File: src/rtl/watchdog_pkg.sv
// Shared definitions for the result serializer slice.
//   ser_state_t    : frame sequencer states (IDLE, HDR, PAY, TRAIL)
//   PAYLOAD_BYTES  : payload length of a full frame (two 32-bit words)
//   CRC8_POLY      : CRC-8 polynomial x^8 + x^2 + x + 1
//   crc8_byte()    : folds one byte into a CRC-8 (MSB-first, no reflection)
package watchdog_pkg;

  typedef enum logic [1:0] {
    IDLE  = 2'd0,
    HDR   = 2'd1,
    PAY   = 2'd2,
    TRAIL = 2'd3
  } ser_state_t;

  localparam int         PAYLOAD_BYTES = 8;
  localparam logic [7:0] CRC8_POLY     = 8'h07;

  function automatic logic [7:0] crc8_byte(input logic [7:0] crc_in,
                                           input logic [7:0] data);
    logic [7:0] c;
    c = crc_in ^ data;
    for (int i = 0; i < 8; i++) begin
      c = c[7] ? ((c << 1) ^ CRC8_POLY) : (c << 1);
    end
    return c;
  endfunction

endpackage

File: src/rtl/result_serializer_if.sv
// Byte-stream interface between the serializer and the output pins.
//   out_byte  : current frame byte
//   out_valid : out_byte is valid
//   out_ready : sink accepts the current byte
// Handshake: a byte transfers on a rising clk edge where out_valid and
// out_ready are both high. While out_valid is high and out_ready low, the
// source keeps out_byte stable; out_valid never depends on out_ready.
// master = byte source (serializer), slave = byte sink (host).
interface result_serializer_if;
  logic [7:0] out_byte;
  logic       out_valid;
  logic       out_ready;

  modport master (output out_byte, output out_valid, input out_ready);
  modport slave  (input out_byte, input out_valid, output out_ready);
endinterface

File: src/rtl/result_chk.sv
// Check-byte accumulator for one frame.
//   clk, rst : clock, asynchronous active-high reset
//   clr      : restart accumulation (frame start)
//   en       : fold din into the accumulator this cycle
//   din      : byte being transferred
//   chk      : current check value
// Build option SERIALIZER_CRC8_EN: defined -> CRC-8 (poly 0x07, init 0x00,
// MSB-first, no reflection, no final XOR); undefined -> running XOR.
module result_chk
  import watchdog_pkg::*;
(
  input  logic       clk,
  input  logic       rst,
  input  logic       clr,
  input  logic       en,
  input  logic [7:0] din,
  output logic [7:0] chk
);

  logic [7:0] chk_q;
  logic [7:0] chk_d;

  always_comb begin
    chk_d = chk_q;
    if (clr) begin
      chk_d = '0;
    end else if (en) begin
`ifdef SERIALIZER_CRC8_EN
      chk_d = crc8_byte(chk_q, din);
`else
      chk_d = chk_q ^ din;
`endif
    end
  end

  always_ff @(posedge clk or posedge rst) begin
    if (rst) chk_q <= '0;
    else     chk_q <= chk_d;
  end

  assign chk = chk_q;

endmodule

File: src/rtl/result_serializer.sv
// Frames eigenvalue-core results into a byte stream:
//   header {SYNC_NIBBLE, 0, mode}, word_a MSB-first, word_b MSB-first,
//   check byte. A null regime (mode == 0) sends header + check only.
// Ports:
//   clk, rst        : clock, asynchronous active-high reset
//   ena             : tile enable; low freezes state and idles outputs
//   start           : one-cycle pulse, mode/word_a/word_b valid
//   mode, word_a/b  : regime code and the two 32-bit result words
//   bus (master)    : out_byte / out_valid / out_ready byte stream
//   busy, done      : frame in progress / pulse after trailer transfer
//   dbg_state       : sequencer state for observation
// Build option SERIALIZER_CRC8_EN selects a CRC-8 check byte instead of XOR.
module result_serializer
  import watchdog_pkg::*;
#(
  parameter logic [3:0] SYNC_NIBBLE = 4'hA
) (
  input  logic                       clk,
  input  logic                       rst,
  input  logic                       ena,
  input  logic                       start,
  input  logic [2:0]                 mode,
  input  logic [31:0]                word_a,
  input  logic [31:0]                word_b,
  result_serializer_if.master        bus,
  output logic                       busy,
  output logic                       done,
  output ser_state_t                 dbg_state
);

  ser_state_t  state_q, state_d;
  logic [2:0]  idx_q, idx_d;
  logic [2:0]  mode_q;
  logic [31:0] a_q, b_q;
  logic        done_q;
  logic        hs, accept;
  logic [7:0]  chk;
  logic [7:0]  byte_cur;
  logic [63:0] pay_sh;

  // Frozen tile never transfers; start is only taken from IDLE.
  assign hs     = ena && (state_q != IDLE) && bus.out_ready;
  assign accept = ena && start && (state_q == IDLE);

  always_comb begin
    state_d = state_q;
    idx_d   = idx_q;
    case (state_q)
      IDLE:  if (accept) state_d = HDR;
      HDR: begin
        if (hs) begin
          if (mode_q == 3'd0) begin
            state_d = TRAIL;
          end else begin
            state_d = PAY;
            idx_d   = 3'd0;
          end
        end
      end
      PAY: begin
        if (hs) begin
          if (idx_q == 3'(PAYLOAD_BYTES - 1)) state_d = TRAIL;
          else                                idx_d   = idx_q + 3'd1;
        end
      end
      TRAIL: if (hs) state_d = IDLE;
      default: state_d = IDLE;
    endcase
  end

  always_ff @(posedge clk or posedge rst) begin
    if (rst) begin
      state_q <= IDLE;
      idx_q   <= '0;
      mode_q  <= '0;
      a_q     <= '0;
      b_q     <= '0;
      done_q  <= 1'b0;
    end else begin
      done_q <= hs && (state_q == TRAIL);
      if (ena) begin
        state_q <= state_d;
        idx_q   <= idx_d;
      end
      if (accept) begin
        mode_q <= mode;
        a_q    <= word_a;
        b_q    <= word_b;
      end
    end
  end

  // Payload byte idx is the top byte of {a, b} shifted left by idx bytes.
  assign pay_sh = {a_q, b_q} << {idx_q, 3'b000};

  // Byte selection uses only registered state, so out_ready never reaches
  // out_byte combinationally.
  always_comb begin
    byte_cur = '0;
    case (state_q)
      HDR:     byte_cur = {SYNC_NIBBLE, 1'b0, mode_q};
      PAY:     byte_cur = pay_sh[63:56];
      TRAIL:   byte_cur = chk;
      default: byte_cur = '0;
    endcase
  end

  result_chk u_chk (
    .clk (clk),
    .rst (rst),
    .clr (accept),
    .en  (hs && ((state_q == HDR) || (state_q == PAY))),
    .din (byte_cur),
    .chk (chk)
  );

  // ena only masks the outputs; the held state resumes the same byte.
  assign bus.out_valid = ena && (state_q != IDLE);
  assign bus.out_byte  = ena ? byte_cur : 8'h00;
  assign busy          = ena && (state_q != IDLE);
  assign done          = ena && done_q;
  assign dbg_state     = state_q;

endmodule

File: src/flat_wrapper.sv
// flat-port wrapper written by rule: the top's interface ports become plain ports
module result_serializer_flat import watchdog_pkg::*;
#(
  parameter logic [3:0] SYNC_NIBBLE = 4'hA
)
  (clk, rst, ena, start, mode, word_a, word_b, busy, done, dbg_state, bus_out_byte, bus_out_valid, bus_out_ready);
  result_serializer_if bus_i ();
  input  logic clk;
  input  logic rst;
  input  logic ena;
  input  logic start;
  input  logic [2:0] mode;
  input  logic [31:0] word_a;
  input  logic [31:0] word_b;
  output logic busy;
  output logic done;
  output ser_state_t dbg_state;
  output wire logic [$bits(bus_i.out_byte)-1:0] bus_out_byte;
  output wire logic [$bits(bus_i.out_valid)-1:0] bus_out_valid;
  input wire logic [$bits(bus_i.out_ready)-1:0] bus_out_ready;
  assign bus_out_byte = bus_i.out_byte;
  assign bus_out_valid = bus_i.out_valid;
  assign bus_i.out_ready = bus_out_ready;
  result_serializer #(.SYNC_NIBBLE(SYNC_NIBBLE)) u_core (.clk(clk), .rst(rst), .ena(ena), .start(start), .mode(mode), .word_a(word_a), .word_b(word_b), .bus(bus_i), .busy(busy), .done(done), .dbg_state(dbg_state));
endmodule
File: config.mk
export PLATFORM = sky130hd
export DESIGN_NAME = result_serializer_flat
export DESIGN_NICKNAME = d
export VERILOG_FILES = /design/src/rtl/watchdog_pkg.sv /design/src/rtl/result_serializer_if.sv /design/src/rtl/result_chk.sv /design/src/rtl/result_serializer.sv /design/src/flat_wrapper.sv
export SDC_FILE = /design/constraint.sdc
export NUM_CORES = 1
export LEC_CHECK = 0
export ABC_AREA = 1
export CORE_MARGIN = 1
export CORE_UTILIZATION = 51
export DETAILED_ROUTE_END_ITERATION = 16
export PLACE_DENSITY = 0.8
export SYNTH_ARGS = -nofsm -noshare
export SYNTH_HDL_FRONTEND = slang
export SYNTH_SLANG_ARGS = --single-unit
File: constraint.sdc
create_clock -name clk -period 4 [get_ports clk]
set_clock_uncertainty 0.2 [all_clocks]
set_input_delay 0.8 -clock clk [delete_from_list [all_inputs] [get_ports clk]]
set_output_delay 0.8 -clock clk [all_outputs]
set_load 0.02 [all_outputs]
==> results of run 1 <==
power groups by stage:
| stage | combinational, mW | clock [mW] | sequential, mW |
|---|---|---|---|
| after floorplan | 1.08 | 0 | 1.36 |
| after CTS | 1.45 | 0.548 | 1.42 |
| after global placement | 1.39 | 0 | 1.41 |
| final | 1.45 | 0.545 | 1.43 |
| after detailed placement | 1.45 | 0 | 1.43 |
| after global routing | 1.63 | 0.590 | 1.47 |
cell families after synthesis:
group	share of synthesized area, %
and+or+nand+nor	17.66
AOI/OAI and AO/OA	13.10
DFF	50.19
buffers and inverters	7.713
muxes	9.480
adders and majority gates	1.859
cell type report:
class / count / share of cell area (%)
Inverter: 46 / 3.407
Clock inverter: 2 / 0.2451
Multi-Input combinational cell: 304 / 33.46
Tap cell: 102 / 2.500
Timing Repair Buffer: 91 / 17.50
Sequential cell: 81 / 39.71
Clock buffer: 14 / 3.186
synth_stat cells, drive strengths merged:
cell type   n
dfrtp      81
nor2       65
nand2      63
a21oi      54
inv        45
nand3      38
mux2       34
o21ai      28
buf        21
o211ai      7
ha          6
clkbuf      4
a22o        2
o21bai      2
clkinv      1
nor3b       1
nor4        1
o2111ai     1
o21a        1
o22ai       1
state kept, by name, summed over array words and instances (netlist names):
signal and cells:
u_core.b_q 32, u_core.dbg_state 2, u_core.done_q 1, u_core.a_q 32
u_core.mode_q 3, u_core.idx_q 3, u_core.u_chk.chk 8
metrics by stage:
| step | instance area (um^2) | hold slack, ps | total power [mW] | setup WS [ps] | utilization [%] |
|---|---|---|---|---|---|
| 2_1_floorplan | 4039 | 273.8 | 2.446 | 919.9 | - |
| 3_3_place_gp | 4930 | 283.8 | 2.807 | 705.8 | 64.13 |
| 3_5_place_dp | 4930 | 289.0 | 2.879 | 641.0 | 64.13 |
| 4_1_cts | 5105 | 306.5 | 3.419 | 260.3 | 66.41 |
| 5_1_grt | 5105 | 321.7 | 3.683 | 74.37 | 66.41 |
| 6_report | 5105 | 302.1 | 3.420 | 246.1 | 66.41 |
final timing paths:
| check | startpoint | end | cells after the start |
|---|---|---|---|
| max | u_core.idx_q[2]$_DFFE_PP0P_ | bus_out_byte[2] | 7 |
| min | u_core.a_q[27]$_DFFE_PP0N_ | u_core.a_q[27]$_DFFE_PP0N_ | 1 |
| max reg2reg | u_core.dbg_state[1]$_DFFE_PP0P_ | u_core.a_q[11]$_DFFE_PP0N_ | 5 |
| min reg2reg | u_core.a_q[27]$_DFFE_PP0N_ | u_core.a_q[27]$_DFFE_PP0N_ | 1 |
| max in group asynchronous | rst | u_core.b_q[15]$_DFFE_PP0N_ | 3 |
| min in group asynchronous | rst | u_core.a_q[18]$_DFFE_PP0N_ | 2 |
cell usage in the layout (no fill, tap or decap), types with 3 or more instances in the layout:
cell type and instances:
clkbuf_1 3, o211ai_1 7, mux2_2 34, nand3_1 37, o21ai_0 24, clkdlybuf4s50_1 84
o21ai_1 3, buf_4 7, clkbuf_8 11, inv_1 42, nand2_1 62, ha_1 6
dfrtp_1 81, a21oi_1 54, nor2_1 63
routing by layer:
metal	vias up	track usage, %
met5	-	0
met4	0	8.466
met3	15	3.685
met2	103	40.28
met1	1642	31.68
li1	1657	-
==> run metrics, run 1 <==
run status complete, no violations; Chip Width just over 90 um; Detailed Route Iter0 Violations between 200 and 250; NetSw 1.320 mW; Reg2Reg Setup Slack between 1500 and 2000 ps; Initial Utilization around 53%; number of slew-limit violations in the final report 0; Ys Warns 0; post-synth top area share about 50%; Post-Syn Area around 4000 um^2; GPL Wtd Cong roughly 0.8; Mapped Cells around 460; total CTS buffers 9; total number of vias 3417; syn nets 534; CP top delay family buffers and inverters; Seq cells post-synth 81; Fin. Hold Viols 0; crit path kind reg -> out; Worst Tran Pin Value a little over 800 ps; sequential share of power about two fifths; largest cells by area after synthesis dfrtp_1 50%, mux2_2 9.5%, a21oi_1 6.7%; min Tclk post-route 3754 ps; Internal approximately 2.1 mW; crit path DAT ~2800 ps; Data required, critical path 3000 ps; critical path's largest stage delay about 670 ps; met1 wire length about 4 mm; post-synth cell types 31; drt wl/cell 14.36 um; post-route ant nets 0; CP most frequent cell nand3_1; setup repair bufs after CTS 0; leading area contributor after synthesis dfrtp_1; CTS tree yes; CP max stage cell dfrtp_1; number of global-route vias before repair roughly 3.3k; number of vias per cell between 5 and 6; HP Class reg -> reg; Seq/Total Area, Yosys between 50% and 60%; Fill cells ~640; global route overflow 0; critical path launch point type flip-flop; final cell count without fillers 640; io pins 85; hold buffer count at cts 0; Clock Tree Root clkbuf_8; Fmax 0.2664 GHz; n_diodes 0; clock slew at reported path FFs 70 ps; clk_lat worst skew ~350 ps; max_cap viols 0; crit-path max FO 14; P per Cell Area ~670 nW/um^2; area of the multi-input gates approximately 1700 um^2; H-tree depth 3; register area slightly above 2000 um^2; placed insts between 600 and 700; Comb pwr share between 40% and 50%; cell-by-cell trace of the critical path clkinv_1, nand3_1, nand3_1, nand3_1, nand2_1, nor2_1, clkdlybuf4s50_1; synth-to-layout area growth 26.39%; Total Wirelength 9.193 mm; worst vdd ir 0.3052 mV; Max Used Layer met4; Synth Area per Inst ~8.9 um^2; RSZ-0062 raised after global routing false; Sum Neg Setup Slack 0 ps; DR WL met3 468 um; die height ~90 um; cts repair resizes 0; Leakage ~2.4 nW; WP buf/inv 2; CTS sink cnt ~80; IO buf count between 80 and 90; fraction of power spent switching nets between 30% and 40%; first-pass GRT wire length between 15 and 20 mm; antenna violations before repair 0; largest net degree at the start of global routing 50; DP HPWL approximately 6.7 mm; final period utilization a little over nine tenths; gr usage total between 20% and 30%; Layout Nets ~600; row cnt 32; met2 wire len 4.617 mm; Max-slew headroom 45.17%; die area 8279 um^2; CP Capture Type output pin; core box area around 7700 um^2; TritonRoute pass-1 iters 5; drt drc 0; Clock power frac between 15 and 20%; Clock Tree Buf Depth 2; share of layout cells above drive strength 1 12.08%; Setup violations, final 0
No activity file was read; power rests on OpenSTA's default activity.
==> inputs of run 2 (changes only) <==
CORE_ASPECT_RATIO = 0.7   (was default)
CORE_UTILIZATION = 55   (was 51)
GPL_ROUTABILITY_DRIVEN = 0   (was default)
PLACE_DENSITY = 0.85   (was 0.8)
clock period = 4.42 ns   (was 4 ns; I/O delays follow)
==> run metrics, run 2 (synthesis results as in run 1) <==
synth-to-layout area growth 27.32% (was 26.39%); TritonRoute pass-1 iters 6 (was 5); Sum Neg Setup Slack 0 ps (unchanged); register area 2027 um^2 (unchanged); HP Class reg -> reg (unchanged); worst vdd ir 0.2936 mV (was 0.3052 mV); CTS sink cnt 81 (unchanged); setup repair bufs after CTS 0 (unchanged); area of the multi-input gates 1708 um^2 (unchanged); Fin. Hold Viols 0 (unchanged); IO buf count 84 (unchanged); crit path kind reg -> out (unchanged); first-pass GRT wire length 15.82 mm (was 15.59 mm); worst hold path startpoint u_core.a_q[17]$_DFFE_PP0N_ (was u_core.a_q[27]$_DFFE_PP0N_); gr usage total 26.94% (was 23.98%); min Tclk post-route 3882 ps; post-layout util 74.39% (was 66.41%); Data required, critical path 3340 ps (was 3000 ps); global route overflow 0 (unchanged); r2r startpoint u_core.dbg_state[1]$_DFFE_PP0P_ (unchanged); crit-path max FO 24 (was 14); row cnt 25 (was 32); io pins 85 (unchanged); antenna violations before repair 0 (unchanged); Fin Hold WS 307.2 ps (was 302.1 ps); H-tree depth 3 (unchanged); clk_lat worst skew 350 ps (about the same); die area 7696 um^2 (was 8279 um^2); drt drc 0 (unchanged); drt wl/cell 15.37 um (was 14.36 um); Detailed Route Iter0 Violations 231 (was 217); CP startpoint u_core.idx_q[1]$_DFFE_PP0P_ (was u_core.idx_q[2]$_DFFE_PP0P_); run status complete, no violations (unchanged); hold buffer count at cts 0 (unchanged); post-route ant nets 0 (unchanged); Leakage 2.378 nW (was 2.355 nW); core box area 6913 um^2 (was 7687 um^2); Clock Tree Root clkbuf_8 (unchanged); Initial Utilization 58.43% (was 52.54%); number of vias per cell 5.563 (was 5.339); Fmax roughly 0.26 GHz; share of layout cells above drive strength 1 12.08% (unchanged); placed insts 616 (was 624); Max-slew headroom 40.40% (was 45.17%); CP Capture Type output pin (unchanged); Setup violations, final 0 (unchanged); Chip Width 104.4 um (was 90.99 um); max_cap viols 0 (unchanged); final cell count without fillers 632 (was 640); crit path DAT 2800 ps (was 2750 ps); clock slew at reported path FFs 80 ps (was 70 ps); DP HPWL 7.079 mm (was 6.667 mm); worst reg2reg path endpoint u_core.idx_q[0]$_DFFE_PP0P_ (was u_core.a_q[11]$_DFFE_PP0N_); Worst setup endpoint bus_out_byte[2] (unchanged); Reg2Reg Setup Slack 2040 ps (was 1530 ps); final period utilization between 80% and 90%; Total Wirelength 9.716 mm (was 9.193 mm); die height 73.70 um (was 90.99 um); total number of vias 3516 (was 3417); most frequent cells in the layout 84 x clkdlybuf4s50_1, 81 x dfrtp_1, 63 x nor2_1, 62 x nand2_1, 54 x a21oi_1 (unchanged); Worst Tran Pin Value 885.8 ps (was 815.0 ps); cts repair resizes 0 (unchanged); number of global-route vias before repair 3408 (was 3327); largest net degree at the start of global routing 46 (was 50); number of slew-limit violations in the final report 0 (unchanged); RSZ-0062 raised after global routing false (unchanged); Fill cells 507 (was 642); n_diodes 0 (unchanged); critical path launch point type flip-flop (unchanged); commonest non-fill, non-tap cell in the layout clkdlybuf4s50_1 (unchanged); P per Cell Area 625.5 nW/um^2 (was 670.0 nW/um^2); total CTS buffers 9 (unchanged); CTS tree yes (unchanged); Clock Tree Buf Depth 2 (unchanged); Layout Nets 611 (unchanged); Reg2Reg Depth 7 (was 5)
==> run 2: where the power goes <==
| group | switching [mW] | internal, mW |
|---|---|---|
| Sequential | 0.199 | 1.09 |
| Clock | 0.249 | 0.350 |
| Combinational | 0.753 | 0.575 |
==> run 2: final cells by class <==
cell class | instances | area share, %
Clock buffer | 14 | 3.163
Clock inverter | 2 | 1.168
Inverter | 46 | 3.382
Multi-Input combinational cell | 304 | 33.21
Sequential cell | 81 | 39.42
Tap cell | 94 | 2.287
Timing Repair Buffer | 91 | 17.37
==> run 2: how the worst min path moves through the flow <==
| stage | endpoint | depth (start not counted) |
|---|---|---|
| 4_1_cts | u_core.a_q[17]$_DFFE_PP0N_ | 1 |
| 3_5_place_dp | u_core.b_q[8]$_DFFE_PP0N_ | 1 |
| 5_1_grt | u_core.b_q[8]$_DFFE_PP0N_ | 1 |
| 3_3_place_gp | u_core.a_q[11]$_DFFE_PP0N_ | 1 |
| 6_report | u_core.a_q[17]$_DFFE_PP0N_ | 1 |
| 2_1_floorplan | u_core.b_q[8]$_DFFE_PP0N_ | 1 |
==> run 2: layer usage <==
layer  vias up  GRT usage [%]  wire length, um
met3        27          6.566              764
met4         0          10.32              215
li1       1652              -                -
met2       141          43.27             4455
met1      1696          35.87             4280
met5         -              0                0
==> run 2: worst max-delay path, cell delays in order (launching register included) <==
cell             delay [ps]
dfrtp_1                 820
inv_1                   290
a21oi_1                 210
o21ai_1                  80
nand3_1                  80
nand3_1                  70
nand3_1                 130
nand2_1                  60
nor2_1                   90
clkdlybuf4s50_1         600
==> run 2: stage by stage <==
step | total power [mW] | worst slack [ps] | instance area [um^2]
2_1_floorplan | 2.214 | 1256 | 4039
3_3_place_gp | 2.534 | 955.3 | 4920
3_5_place_dp | 2.606 | 928.0 | 4920
4_1_cts | 3.206 | 581.8 | 5142
5_1_grt | 3.444 | 313.6 | 5142
6_report | 3.217 | 538.0 | 5142
==> inputs of run 3 (changes only) <==
CTS_CLUSTER_DIAMETER = 50   (was default)
==> results of run 3 <==
No change in the layout: final DEF, timing and power equal those of run 2.
